**src/rtl/uart_rx.sv**
```systemverilog
// 8N1 UART receiver: two-flop synchroniser, mid-bit sampling, LSB-first assembly,
// one-cycle data_valid / framing_err pulses and a registered busy flag.
module uart_rx #(
    parameter int CLK_FREQ  = 50000000,
    parameter int BAUD_RATE = 9600
) (
    input  logic       clk,
    input  logic       reset,
    input  logic       rx,
    output logic [7:0] data_out,
    output logic       data_valid,
    output logic       framing_err,
    output logic       busy
);
    localparam int BIT_PERIOD  = CLK_FREQ / BAUD_RATE;
    localparam int HALF_PERIOD = BIT_PERIOD / 2;
    localparam logic [15:0] BIT_LAST  = 16'(BIT_PERIOD - 1);
    localparam logic [15:0] HALF_LAST = 16'(HALF_PERIOD - 1);

    typedef enum logic [2:0] {IDLE, START, DATA, STOP, WAIT_IDLE} state_t;

    state_t      r_state;
    logic [1:0]  r_sync;
    logic [15:0] r_clk_count;
    logic [2:0]  r_bit_idx;
    logic [7:0]  r_shift;
    logic        w_rx;

    assign w_rx = r_sync[1];

    // Line idles high, so the synchroniser resets to 1 to avoid a false start.
    always_ff @(posedge clk or negedge reset) begin
        if (!reset) r_sync <= 2'b11;
        else        r_sync <= {r_sync[0], rx};
    end

    always_ff @(posedge clk or negedge reset) begin
        if (!reset) begin
            r_state     <= IDLE;
            r_clk_count <= '0;
            r_bit_idx   <= '0;
            r_shift     <= '0;
            data_out    <= 8'h00;
            data_valid  <= 1'b0;
            framing_err <= 1'b0;
            busy        <= 1'b0;
        end else begin
            data_valid  <= 1'b0;
            framing_err <= 1'b0;
            case (r_state)
                IDLE: begin
                    r_clk_count <= '0;
                    if (!w_rx) begin
                        r_state <= START;
                        busy    <= 1'b1;
                    end
                end
                START: begin
                    if (r_clk_count == HALF_LAST) begin
                        r_clk_count <= '0;
                        if (!w_rx) begin
                            r_state   <= DATA;
                            r_bit_idx <= '0;
                        end else begin
                            r_state <= IDLE;
                            busy    <= 1'b0;
                        end
                    end else begin
                        r_clk_count <= r_clk_count + 16'd1;
                    end
                end
                DATA: begin
                    if (r_clk_count == BIT_LAST) begin
                        r_clk_count          <= '0;
                        r_shift[r_bit_idx]   <= w_rx;
                        if (r_bit_idx == 3'd7) r_state   <= STOP;
                        else                   r_bit_idx <= r_bit_idx + 3'd1;
                    end else begin
                        r_clk_count <= r_clk_count + 16'd1;
                    end
                end
                STOP: begin
                    if (r_clk_count == BIT_LAST) begin
                        r_clk_count <= '0;
                        if (w_rx) begin
                            data_out   <= r_shift;
                            data_valid <= 1'b1;
                            r_state    <= IDLE;
                            busy       <= 1'b0;
                        end else begin
                            framing_err <= 1'b1;
                            r_state     <= WAIT_IDLE;
                        end
                    end else begin
                        r_clk_count <= r_clk_count + 16'd1;
                    end
                end
                WAIT_IDLE: begin
                    // A held-low break stays here so it yields a single error.
                    r_clk_count <= '0;
                    if (w_rx) begin
                        r_state <= IDLE;
                        busy    <= 1'b0;
                    end
                end
                default: begin
                    r_state <= IDLE;
                    busy    <= 1'b0;
                end
            endcase
        end
    end
endmodule

```
**config.mk**
```make
export PLATFORM = sky130hd
export DESIGN_NAME = uart_rx
export DESIGN_NICKNAME = d
export VERILOG_FILES = /design/src/rtl/uart_rx.sv
export SDC_FILE = /design/constraint.sdc
export NUM_CORES = 1
export LEC_CHECK = 0
export CELL_PAD_IN_SITES_DETAIL_PLACEMENT = 0
export CELL_PAD_IN_SITES_GLOBAL_PLACEMENT = 1
export CORE_ASPECT_RATIO = 0.8
export CORE_MARGIN = 2
export CORE_UTILIZATION = 42
export CTS_CLUSTER_SIZE = 24
export DETAILED_ROUTE_END_ITERATION = 10
export PLACE_DENSITY = 0.75
export SLEW_MARGIN = 25
export SYNTH_ARGS = -nofsm -noshare
export SYNTH_HDL_FRONTEND = slang
export SYNTH_SLANG_ARGS = --single-unit
export TNS_END_PERCENT = 10
```
**constraint.sdc**
```tcl
create_clock -name clk -period 2.05 [get_ports clk]
set_clock_uncertainty 0.2 [all_clocks]
set_input_delay 0.205 -clock clk [delete_from_list [all_inputs] [get_ports clk]]
set_output_delay 0.205 -clock clk [all_outputs]
set_load 0.02 [all_outputs]
```
# After elaboration in Yosys (flattened, before gate mapping)

Cells that the tools add are included.
Widths: inputs -> output; s select.

Input port bits: 3
Output and inout port bits: 11
Logic and storage cells: 71
Register bits: 43

Bitwise operators: 1
Equality and inequality tests: 15
$lt $le $gt $ge: 2
Reduce and logical (&&, ||, !) cells: 11
Mux-type cells: 31
Add/subtract/negate cells: 2

Operators with widths:

| cell                  | number |
|---|---|
| $pmux 16 s3           | 1 |
| $mux 3                | 11 |
| $mux 16               | 2 |
| $add 16x1->16 const B | 1 |
| $eq 16x12->1 const B  | 1 |
| $eq 16x13->1 const B  | 1 |
| $ne 2x2->1 const B    | 8 |
| $pmux 3 s5            | 1 |
| $mux 1                | 11 |
| $bwmux 8              | 1 |
| $eq 3x2->1 const B    | 2 |
| $eq 3x3->1 const B    | 2 |
| $pmux 3 s2            | 1 |
| $reduce_and 6->1      | 1 |
| $pmux 1 s5            | 1 |
| $reduce_and 5->1      | 1 |
| $lt 3x4->1 const B    | 1 |
| $reduce_and 4->1      | 1 |
| $reduce_or 2->1       | 2 |
| $add 3x1->3 const B   | 1 |
| $demux 1 s3           | 1 |
| $eq 3x1->1 const B    | 1 |
| $ge 3x1->1 const B    | 1 |
| $logic_not 3->1       | 1 |
| other kinds (7)       | 7 |

# Depth between registers and ports, before layout

Gate-level depths: netlist of the first run.

Depth in word-level cells: 5
Depth in mapped cells: 6
Gate-level depth less buffers: 5

# Worst setup path before layout of the first run

No wires, ideal clock.

Path kind: flip-flop to flip-flop
Start point: reg r_clk_count[0]
End point: reg data_out[0]
Stages on the path, launching flop included: 6
Required time: 1725 ps
Period minus slack after synthesis: 2132 ps
Setup time: 125 ps
Path slack: -82 ps
Arrival time: 1808 ps
Path buffers: 0
Path through: dfrtp_1 > ha_1 > nor4bb_1 > nand4_1 > nor2_2 > mux2_2

Cells in the longest elaborated chain, start to end: 2

Ends and longest elaborated chain:

| item                              | line | source |
|---|---|---|
| start: declaration                | 24   | `logic [15:0] r_clk_count;` |
| start signal: assignment          | 69   | `r_clk_count <= r_clk_count + 16'd1;` |
| start signal: assignment          | 79   | `r_clk_count <= r_clk_count + 16'd1;` |
| start signal: assignment          | 95   | `r_clk_count <= r_clk_count + 16'd1;` |
| $eq 16x13->1                      | 83   | `if (r_clk_count == BIT_LAST) begin` |
| $reduce_and 3->1 (no source line) | --   |  |
| end signal: assignment            | 86   | `data_out <= r_shift;` |
| end: declaration                  | 10   | `output logic [7:0] data_out,` |

No other way between the ends.
A chain may end at the register's enable or synchronous reset.

# Final worst setup path of the first run

Start point: reg r_clk_count[0]
End point: reg data_out[4]

Same word-level chain as after synthesis.

==> qor.txt, run 1 <==
Status -> complete, no violations
Hold WC Path Type -> input pin to flop
Unrepaired setup endpoints after global routing -> yes
CTS clk-pin slew, worst paths -> 0.09 ns
Synth warn -> 0
Antenna violations before repair -> 0
Tmin final -> 2.00 ns
Post-synthesis cell count -> 214
# H-tree levels -> 2
Crit path max fanout -> 4
First-pass GRT wire length -> 8450 um
WHS -> 0.106 ns
Starting DRC count in detailed routing -> 64
EDFF count, synth -> 0
Final setup violation count -> 0
Setup TNS -> 0 ns
Fin cells -> 319
Vias per inst -> 5.53
CTS tree -> yes
Max Fclk -> 500 MHz
Final core utilization -> 54.9%
Hpwl dp -> 3360 um
Residual DRC -> 0
Cell area after layout -> 2810 um^2
Worst Setup Path Type -> flop to flop
Vias after detailed routing -> 1763
Worst path max stage delay -> 0.36 ns
Post-synthesis sequential element count -> 43
Fin. max-slew vios -> 0
Crit-path cells -> ha_2 > nor4bb_4 > nand4_1 > buf_6 > nor2_2 > mux2_2
Worst slack, placed -> -0.0345 ns
Worst-skew pair later-pin latency -> 0.30 ns
Max-slew headroom -> 63.2%
Power Density -> 550 nW/um^2
Crit start category -> flop
Die area -> 6030 um^2
Total CTS buffers -> 5
Synth Cell Area -> 2280 um^2
IO Pins -> 14
Worst Path Arrival -> 1.99 ns
Hold Crit Depth -> 1
Drt wl/cell -> 15.2 um
Ys flop type -> dfrtp_1
Maximum VDD drop -> 0.000264 V
Clock Tree Buf Depth -> 2
Worst-margin pin slew -> 0.552 ns
Tot GR Track Use -> 17.6%
Routed Antenna Nets -> 0
Post-synthesis cell type count -> 55
Cell area after placement -> 2630 um^2
Clock Root Buffer -> clkbuf_8
P_leak -> 1.19 nW
Area delta synth->final -> 23.5%
Final hold violations -> 0
PortBufs -> 13
Layout cells sized above 1 -> 32.3%
Worst r2r path cells -> 6
Crit-path slowest cell -> dfrtp_1
Sequential fraction of the synthesis area -> 47.4%
Nets -> 262
Die width -> 86.3 um
DRT Wirelength -> 4850 um
Inserted Diodes -> 0
Core Area -> 5120 um^2
Syn nets -> 220
Cell Rows -> 23
Die Ht -> 69.8 um
Overall power -> 1.54 mW
Gpl congestion -> 0.849
Pin count of the biggest net entering global routing -> 44
MaxCap Viol Count -> 0
GRT Residual Overflow -> 0
Total clock sinks -> 43
Final period util -> 97.5%
Setup ws final -> 0.0507 ns
CP Capture Type -> flop
Post-synth ARST share -> 100%
Initial Utilization -> 44.4%
Worst EP required -> 2.04 ns
Syn Area/Cell -> 10.6 um^2
Router iterations before antenna repair -> 4
Placed Cells incl. Taps -> 308
Vias in the first global route -> 1733
## worst max-delay path, delay by kind of cell (launching register included)
kind	cells	cell delay, ns
DFF	1	0.36
and+or+nand+nor	3	0.64
muxes	1	0.36
adders and majority gates	1	0.19
buffers and inverters	1	0.16
## registers in the layout, indices dropped and copies added (netlist names)
name         cells
r_clk_count     16
data_out         8
r_shift          8
r_bit_idx        3
r_state          3
r_sync           2
busy             1
data_valid       1
framing_err      1
## power by group
part / internal [mW] / switching (mW)
Sequential: 0.851 / 0.000772
Combinational: 0.00775 / 0.0224
Clock: 0.363 / 0.300
Total: 1.22 / 0.323
## layout make-up
type,count,area [um^2]
Fill cell,479,2310
Multi-Input combinational cell,153,1140
Sequential cell,43,1080
Timing Repair Buffer,45,372
Tap cell,62,77.6
Clock buffer,5,68.8
Clock inverter,3,43.8
Inverter,8,30.0
## Yosys cell counts, types with 3 or more instances
cell type | number | area [um^2]
mux2i_1 | 3 | 30.0
nor2_1 | 14 | 52.6
inv_1 | 8 | 30.0
ha_1 | 3 | 37.5
nand4_1 | 7 | 43.8
or4_1 | 5 | 37.5
xnor2_1 | 4 | 35.0
a21oi_1 | 9 | 45.0
buf_6 | 3 | 33.8
o21ai_0 | 4 | 20.0
clkbuf_1 | 3 | 11.3
o31ai_1 | 7 | 52.6
dfrtp_1 | 41 | 1030
nand3_1 | 12 | 60.1
nand2_1 | 10 | 37.5
mux2_2 | 16 | 180
nor4b_1 | 3 | 26.3
nor3_1 | 9 | 45.0
nor4bb_1 | 4 | 40.0
## cell families after synthesis
group / count (synthesis) / share of synthesized area [%]
AND/OR/NAND/NOR: 88 / 23.6
flip-flops: 43 / 47.4
AO/OA/AOI/OAI: 36 / 10.9
buffers and inverters: 19 / 4.95
multiplexers: 19 / 9.24
XOR/XNOR: 6 / 2.31
adder cells (fa/ha/maj): 3 / 1.65
## metal layers
layer  vias to the layer above  track usage [%]  share of wire, %
met5                         -                0                 0
met4                         0             4.17               1.0
met3                         5             4.64               2.4
met2                        14             24.8                41
met1                       856             27.0                55
li1                        888                -                 -
## final timing paths
kind | slack, ns | from | to
max | 0.05 | r_clk_count[0] | data_out[4]
min | 0.11 | rx | r_sync[0]
max reg2reg | 0.05 | r_clk_count[0] | data_out[4]
min reg2reg | 0.16 | r_sync[0] | r_sync[1]
max in group asynchronous | 0.93 | reset | r_state[1]
min in group asynchronous | 0.30 | reset | r_clk_count[9]
## placed cells by master (no fill, tap or decap), types with 2 or more instances in the layout
cell type         n
clkbuf_8          5
o21ai_0           4
mux2i_1           3
nor4bb_2          2
and4bb_2          2
a31oi_1           2
a41oi_1           2
nand2_1          10
dfrtp_1          39
a21oi_1           8
or3_2             2
mux2_2           16
o31ai_1           7
buf_4            30
nor3_1            9
nand4_1           7
ha_1              2
inv_1             8
dfrtp_2           2
nand3_1          12
nor4b_1           2
nor4_1            2
xnor2_1           4
nor3b_1           2
xor2_1            2
nor2_1           14
o22ai_1           2
or4_1             5
nor2b_1           2
clkdlybuf4s50_1  12
or2_2             2
dfstp_2           2
## what timing repair did
action                                 4_1_cts  5_1_grt
hold buffers                                 1        0
buffers inserted                             0        1
pin swaps                                    0        2
cloned                                       0        1
setup endpoints to repair                    2       35
gates resized for setup                      1       10
endpoints found under the hold margin       41        0
Power figures use the tool's default switching activity.
==> run 2, diff against run 1 <==
--- a/config.mk
+++ b/config.mk
@@ -7,7 +7,7 @@
 export LEC_CHECK = 0
 export CELL_PAD_IN_SITES_DETAIL_PLACEMENT = 0
 export CELL_PAD_IN_SITES_GLOBAL_PLACEMENT = 1
-export CORE_ASPECT_RATIO = 0.8
+export CORE_ASPECT_RATIO = 0.7
 export CORE_MARGIN = 2
 export CORE_UTILIZATION = 42
 export CTS_CLUSTER_SIZE = 24
==> run 2 against run 1 <==
Sequential cell count did not move. Critical path depth fell by 2. Global-route usage fell by 0.49 points. Total power fell by 7.3%. Final cell count rose by 2.5%. Sequential share of layout area fell by 0.15 points. Critical path type unchanged. Critical endpoint is now r_clk_count[13]. Largest cell class unchanged. Largest power group unchanged.
==> qor.txt, run 2 (synthesized netlist as in run 1, its figures left out) <==
Status -> complete, no violations
Setup TNS -> 0 ns
Die area -> 6030 um^2
Vias per inst -> 5.46
Total clock sinks -> 43
Setup ws final -> 0.0695 ns
Final setup violation count -> 0
# H-tree levels -> 2
R2R Path Start -> r_clk_count[4]
PortBufs -> 13
Overall power -> 1.43 mW
Placed Cells incl. Taps -> 313
Router iterations before antenna repair -> 4
Maximum VDD drop -> 0.000375 V
Residual DRC -> 0
Top reg by flops -> r_clk_count
CTS clk-pin slew, worst paths -> 0.09 ns
Drt wl/cell -> 15.0 um
Fillers -> 465
Inserted Diodes -> 0
Vias after detailed routing -> 1786
Clock Tree Buf Depth -> 2
Final hold violations -> 0
Antenna violations before repair -> 0
Max-slew headroom -> 66.1%
Worst-margin pin slew -> 0.509 ns
Gpl congestion -> 0.881
Clock Root Buffer -> clkbuf_8
Unrepaired setup endpoints after global routing -> yes
Core Area -> 5230 um^2
Area delta synth->final -> 24.2%
Power Density -> 506 nW/um^2
Most frequent cells in the layout -> 37 x dfrtp_1, 28 x buf_4, 16 x mux2_2
P_leak -> 1.18 nW
Largest register FFs -> 16
Final core utilization -> 54.1%
Crit path max fanout -> 12
Layout cells sized above 1 -> 33.3%
Pin count of the biggest net entering global routing -> 24
Worst Setup Path Type -> flop to flop
Hold_sp -> rx
Crit-path cells -> nand3_2 > or3_4 > or4_1 > a21oi_2
Worst Setup SP -> r_clk_count[4]
Worst slack, placed -> 0.00119 ns
Max Fclk -> 505 MHz
Tot GR Track Use -> 17.2%
Most common cell after layout, fill and taps aside -> dfrtp_1
Total CTS buffers -> 5
Tmin final -> 1.98 ns
CP Capture Type -> flop
Nets -> 260
Final period util -> 96.6%
First-pass GRT wire length -> 8180 um
DRT Wirelength -> 4890 um
Worst EP required -> 2.08 ns
Cell Rows -> 22
Worst-skew pair later-pin latency -> 0.29 ns
Worst path max stage delay -> 0.54 ns
Die Ht -> 65.6 um
Vias in the first global route -> 1666
Die width -> 92.0 um
Hpwl dp -> 3440 um
Regs by FF count -> r_clk_count: 16 flops, data_out: 8 flops, r_shift: 8 flops
Worst Path Arrival -> 2.01 ns
CTS tree -> yes
IO Pins -> 14
Fin. max-slew vios -> 0
Initial Utilization -> 43.5%
GRT Residual Overflow -> 0
Crit start category -> flop
Hold WC Path Type -> input pin to flop
Crit-path slowest cell -> or4_1
MaxCap Viol Count -> 0
Routed Antenna Nets -> 0
Fin cells -> 327
Starting DRC count in detailed routing -> 91
## run 2: cell types whose count changed in the layout (fill, tap and decap cells not counted), moves of 2 or more
cell        previous run  this run
dfrtp_2                2         4
clkinvlp_4             0         2
nor3_2                 0         2
buf_12                 0         2
nor3_1                 9         7
buf_4                 30        28
dfrtp_1               39        37
## run 2: power by group
group	internal (mW)	total, mW	switching [mW]
Sequential	0.851	0.852	0.000912
Clock	0.244	0.546	0.303
Combinational	0.0103	0.0330	0.0227
Total	1.10	1.43	0.326
## run 2: timing repair
item                                    in CTS  in global routing
buffers inserted                             0                  5
hold endpoints to repair                    20                  0
hold buffers                                 1                  0
pin swaps                                    0                  2
resized for setup                            1                 15
endpoints found under the setup margin       1                 28
gates cloned                                 0                  0
## run 2: critical path: cells and delay by family, from the launching register on
family,cells,cell delay (ns)
DFF,1,0.46
and+or+nand+nor,3,1.10
AOI/OAI and AO/OA,1,0.15
## run 2: final cells by class
class / instances / area, um^2 / area share [%]
Sequential cell: 43 / 1080 / 38.3
Clock inverter: 3 / 23.8 / 0.841
Inverter: 8 / 30.0 / 1.06
Clock buffer: 5 / 68.8 / 2.43
Tap cell: 72 / 90.1 / 3.19
Multi-Input combinational cell: 152 / 1150 / 40.5
Timing Repair Buffer: 44 / 385 / 13.6
## run 2: routing by layer
layer  wire length, um  track usage (%)  up-vias  share of wire [%]
li1                  -                -      880                  -
met1              2720             27.6      870                 56
met2              1980             23.2       34                 41
met3               171             3.44        2                3.5
met4                17             4.10        0               0.35
met5                 0                0        -                  0
## run 2: stage by stage
| stage | hold WS, ns | area (um^2) |
|---|---|---|
| after floorplan | -0.291 | 2280 |
| after global placement | 0.00808 | 2610 |
| after detailed placement | 0.00397 | 2610 |
| after CTS | 0.103 | 2720 |
| after global routing | 0.107 | 2830 |
| final | 0.110 | 2830 |
## run 2: path summary, 6_finish.rpt
kind	end	slack [ns]	depth (start not counted)
setup / recovery	r_clk_count[13]	0.07	4
hold / removal	r_sync[0]	0.11	1
setup reg to reg	r_clk_count[13]	0.07	4
hold reg to reg	r_sync[1]	0.17	0
max in group asynchronous	r_sync[1]	0.87	3
min in group asynchronous	r_clk_count[9]	0.21	2
==> run 3, diff against run 2 <==
--- a/config.mk
+++ b/config.mk
@@ -12,7 +12,7 @@
 export CORE_UTILIZATION = 42
 export CTS_CLUSTER_SIZE = 24
 export DETAILED_ROUTE_END_ITERATION = 10
-export PLACE_DENSITY = 0.75
+export PLACE_DENSITY_LB_ADDON = 0.08
 export SLEW_MARGIN = 25
 export SYNTH_ARGS = -nofsm -noshare
 export SYNTH_HDL_FRONTEND = slang
==> run 3 against run 2 <==
Non-clock buffer count grew 1. Critical path depth grew 1. Hold slack gained 0.0018 ns. Die area is the same.
==> qor.txt, run 3 (synthesized netlist as in run 1, its figures left out) <==
Multi-input gate area -> 1140 um^2
Routed Antenna Nets -> 0
Overall power -> 1.41 mW
Tot GR Track Use -> 18.1%
R2R Path Start -> r_clk_count[9]
Gpl congestion -> 0.862
First-pass GRT wire length -> 8540 um
Drt wl/cell -> 15.8 um
Total CTS buffers -> 5
Worst Setup Path Type -> flop to flop
Max Fclk -> 503 MHz
CTS tree -> yes
Nets -> 262
IO Pins -> 14
Clock Tree Buf Depth -> 2
Area delta synth->final -> 22.9%
Crit path max fanout -> 7
Final period util -> 97.0%
Total clock sinks -> 43
Maximum VDD drop -> 0.000224 V
FF/Latch Area -> 1080 um^2
Vias per inst -> 5.50
CTS clk-pin slew, worst paths -> 0.08 ns
Unrepaired setup endpoints after global routing -> yes
Router iterations before antenna repair -> 5
Layout cells sized above 1 -> 32.3%
Setup TNS -> 0 ns
MaxCap Viol Count -> 0
Clock Root Buffer -> clkbuf_8
Fin. max-slew vios -> 0
Worst-skew pair later-pin latency -> 0.29 ns
Cell Rows -> 22
Pin count of the biggest net entering global routing -> 44
Die width -> 92.0 um
Power Density -> 503 nW/um^2
# H-tree levels -> 2
Die area -> 6030 um^2
Most frequent cells in the layout -> 39 x dfrtp_1, 30 x buf_4, 16 x mux2_2
Fillers -> 482
Worst Path Arrival -> 1.97 ns
Hold_sp -> rx
Vias after detailed routing -> 1808
Worst r2r path cells -> 5
Top reg by flops -> r_clk_count
GRT Residual Overflow -> 0
Tmin final -> 1.99 ns
Max-slew headroom -> 63.1%
Residual DRC -> 0
Hold WC Path Type -> input pin to flop
Inserted Diodes -> 0
Final setup violation count -> 0
Placed Cells incl. Taps -> 316
Initial Utilization -> 43.5%
CP Capture Type -> flop
Fin cells -> 329
Hpwl dp -> 3630 um
P_leak -> 1.17 nW
Core Area -> 5230 um^2
R2r setup slk -> 0.06 ns
Final hold violations -> 0
Most common cell after layout, fill and taps aside -> dfrtp_1
Status -> complete, no violations
Antenna violations before repair -> 0
Hold endpoint -> r_sync[0]
Vias in the first global route -> 1714
DRT Wirelength -> 5190 um
Regs by FF count -> r_clk_count: 16 flops, data_out: 8 flops, r_shift: 8 flops
Hold Crit Depth -> 1
Largest register FFs -> 16
Worst EP required -> 2.03 ns
Starting DRC count in detailed routing -> 60
PortBufs -> 13
Worst-margin pin slew -> 0.553 ns
Crit start category -> flop
Die Ht -> 65.6 um
FF-to-FF End -> data_out[5]
[run 3: cell types whose count changed in the layout (fill, tap and decap cells not counted), moves of 2 or more]
cell     before  now
dfrtp_2       4    2
buf_12        2    0
dfrtp_1      37   39
buf_4        28   30
[run 3: area by class of cell]
type | count | area share (%)
Clock inverter | 2 | 0.447
Sequential cell | 43 | 38.7
Clock buffer | 6 | 2.60
Timing Repair Buffer | 45 | 13.3
Inverter | 8 | 1.07
Multi-Input combinational cell | 153 | 40.7
Tap cell | 72 | 3.22
[run 3: how the worst max path moves through the flow]
stage,start,to,slack (ns)
floorplan,r_clk_count[0],data_out[0],0.001
global placement,r_clk_count[1],data_out[2],-0.02
detailed placement,r_clk_count[1],r_shift[3],-0.03
CTS,r_clk_count[1],data_out[5],0.0007
global route,r_clk_count[13],data_out[4],-0.06
finish,r_clk_count[9],data_out[5],0.06
[run 3: worst max-delay path: stages (launching register included)]
cell and delay (ns):
dfrtp_1 0.46, nor4bb_2 0.34, nand4_1 0.15, buf_6 0.16, nor2_4 0.20, mux2_2 0.37
[run 3: routing by layer]
metal | global-route usage (%) | wire [um] | part of all wire (%)
met5 | 0 | 0 | 0
met4 | 4.29 | 24 | 0.46
met1 | 27.7 | 2800 | 54
met2 | 26.2 | 2150 | 41
met3 | 3.78 | 215 | 4.1
[run 3: stage by stage]
step	hold slack (ns)	utilization (%)	setup WS [ns]	area, um^2
finish	0.111	53.5	0.0606	2800
global placement	0.109	50.2	-0.0229	2620
CTS	0.106	52.0	0.000678	2720
detailed placement	0.115	50.2	-0.0266	2620
global route	0.117	53.5	-0.0579	2800
floorplan	-0.291	-	0.00120	2280
[run 3: repair_timing]
| item | CTS | global route |
|---|---|---|
| gates cloned | 0 | 1 |
| hold buffers | 1 | 0 |
| buffers inserted | 0 | 3 |
| pin swaps | 0 | 3 |
| setup endpoints to repair | 8 | 36 |
| gates resized for setup | 1 | 11 |
| endpoints found under the hold margin | 41 | 0 |
[run 3: power by group]
group	total, mW	switching (mW)	internal (mW)	leakage [nW]
clock	0.526	0.288	0.238	0.0412
sequential	0.852	0.000768	0.851	0.573
combinational	0.0298	0.0221	0.00774	0.556
total	1.41	0.310	1.10	1.17
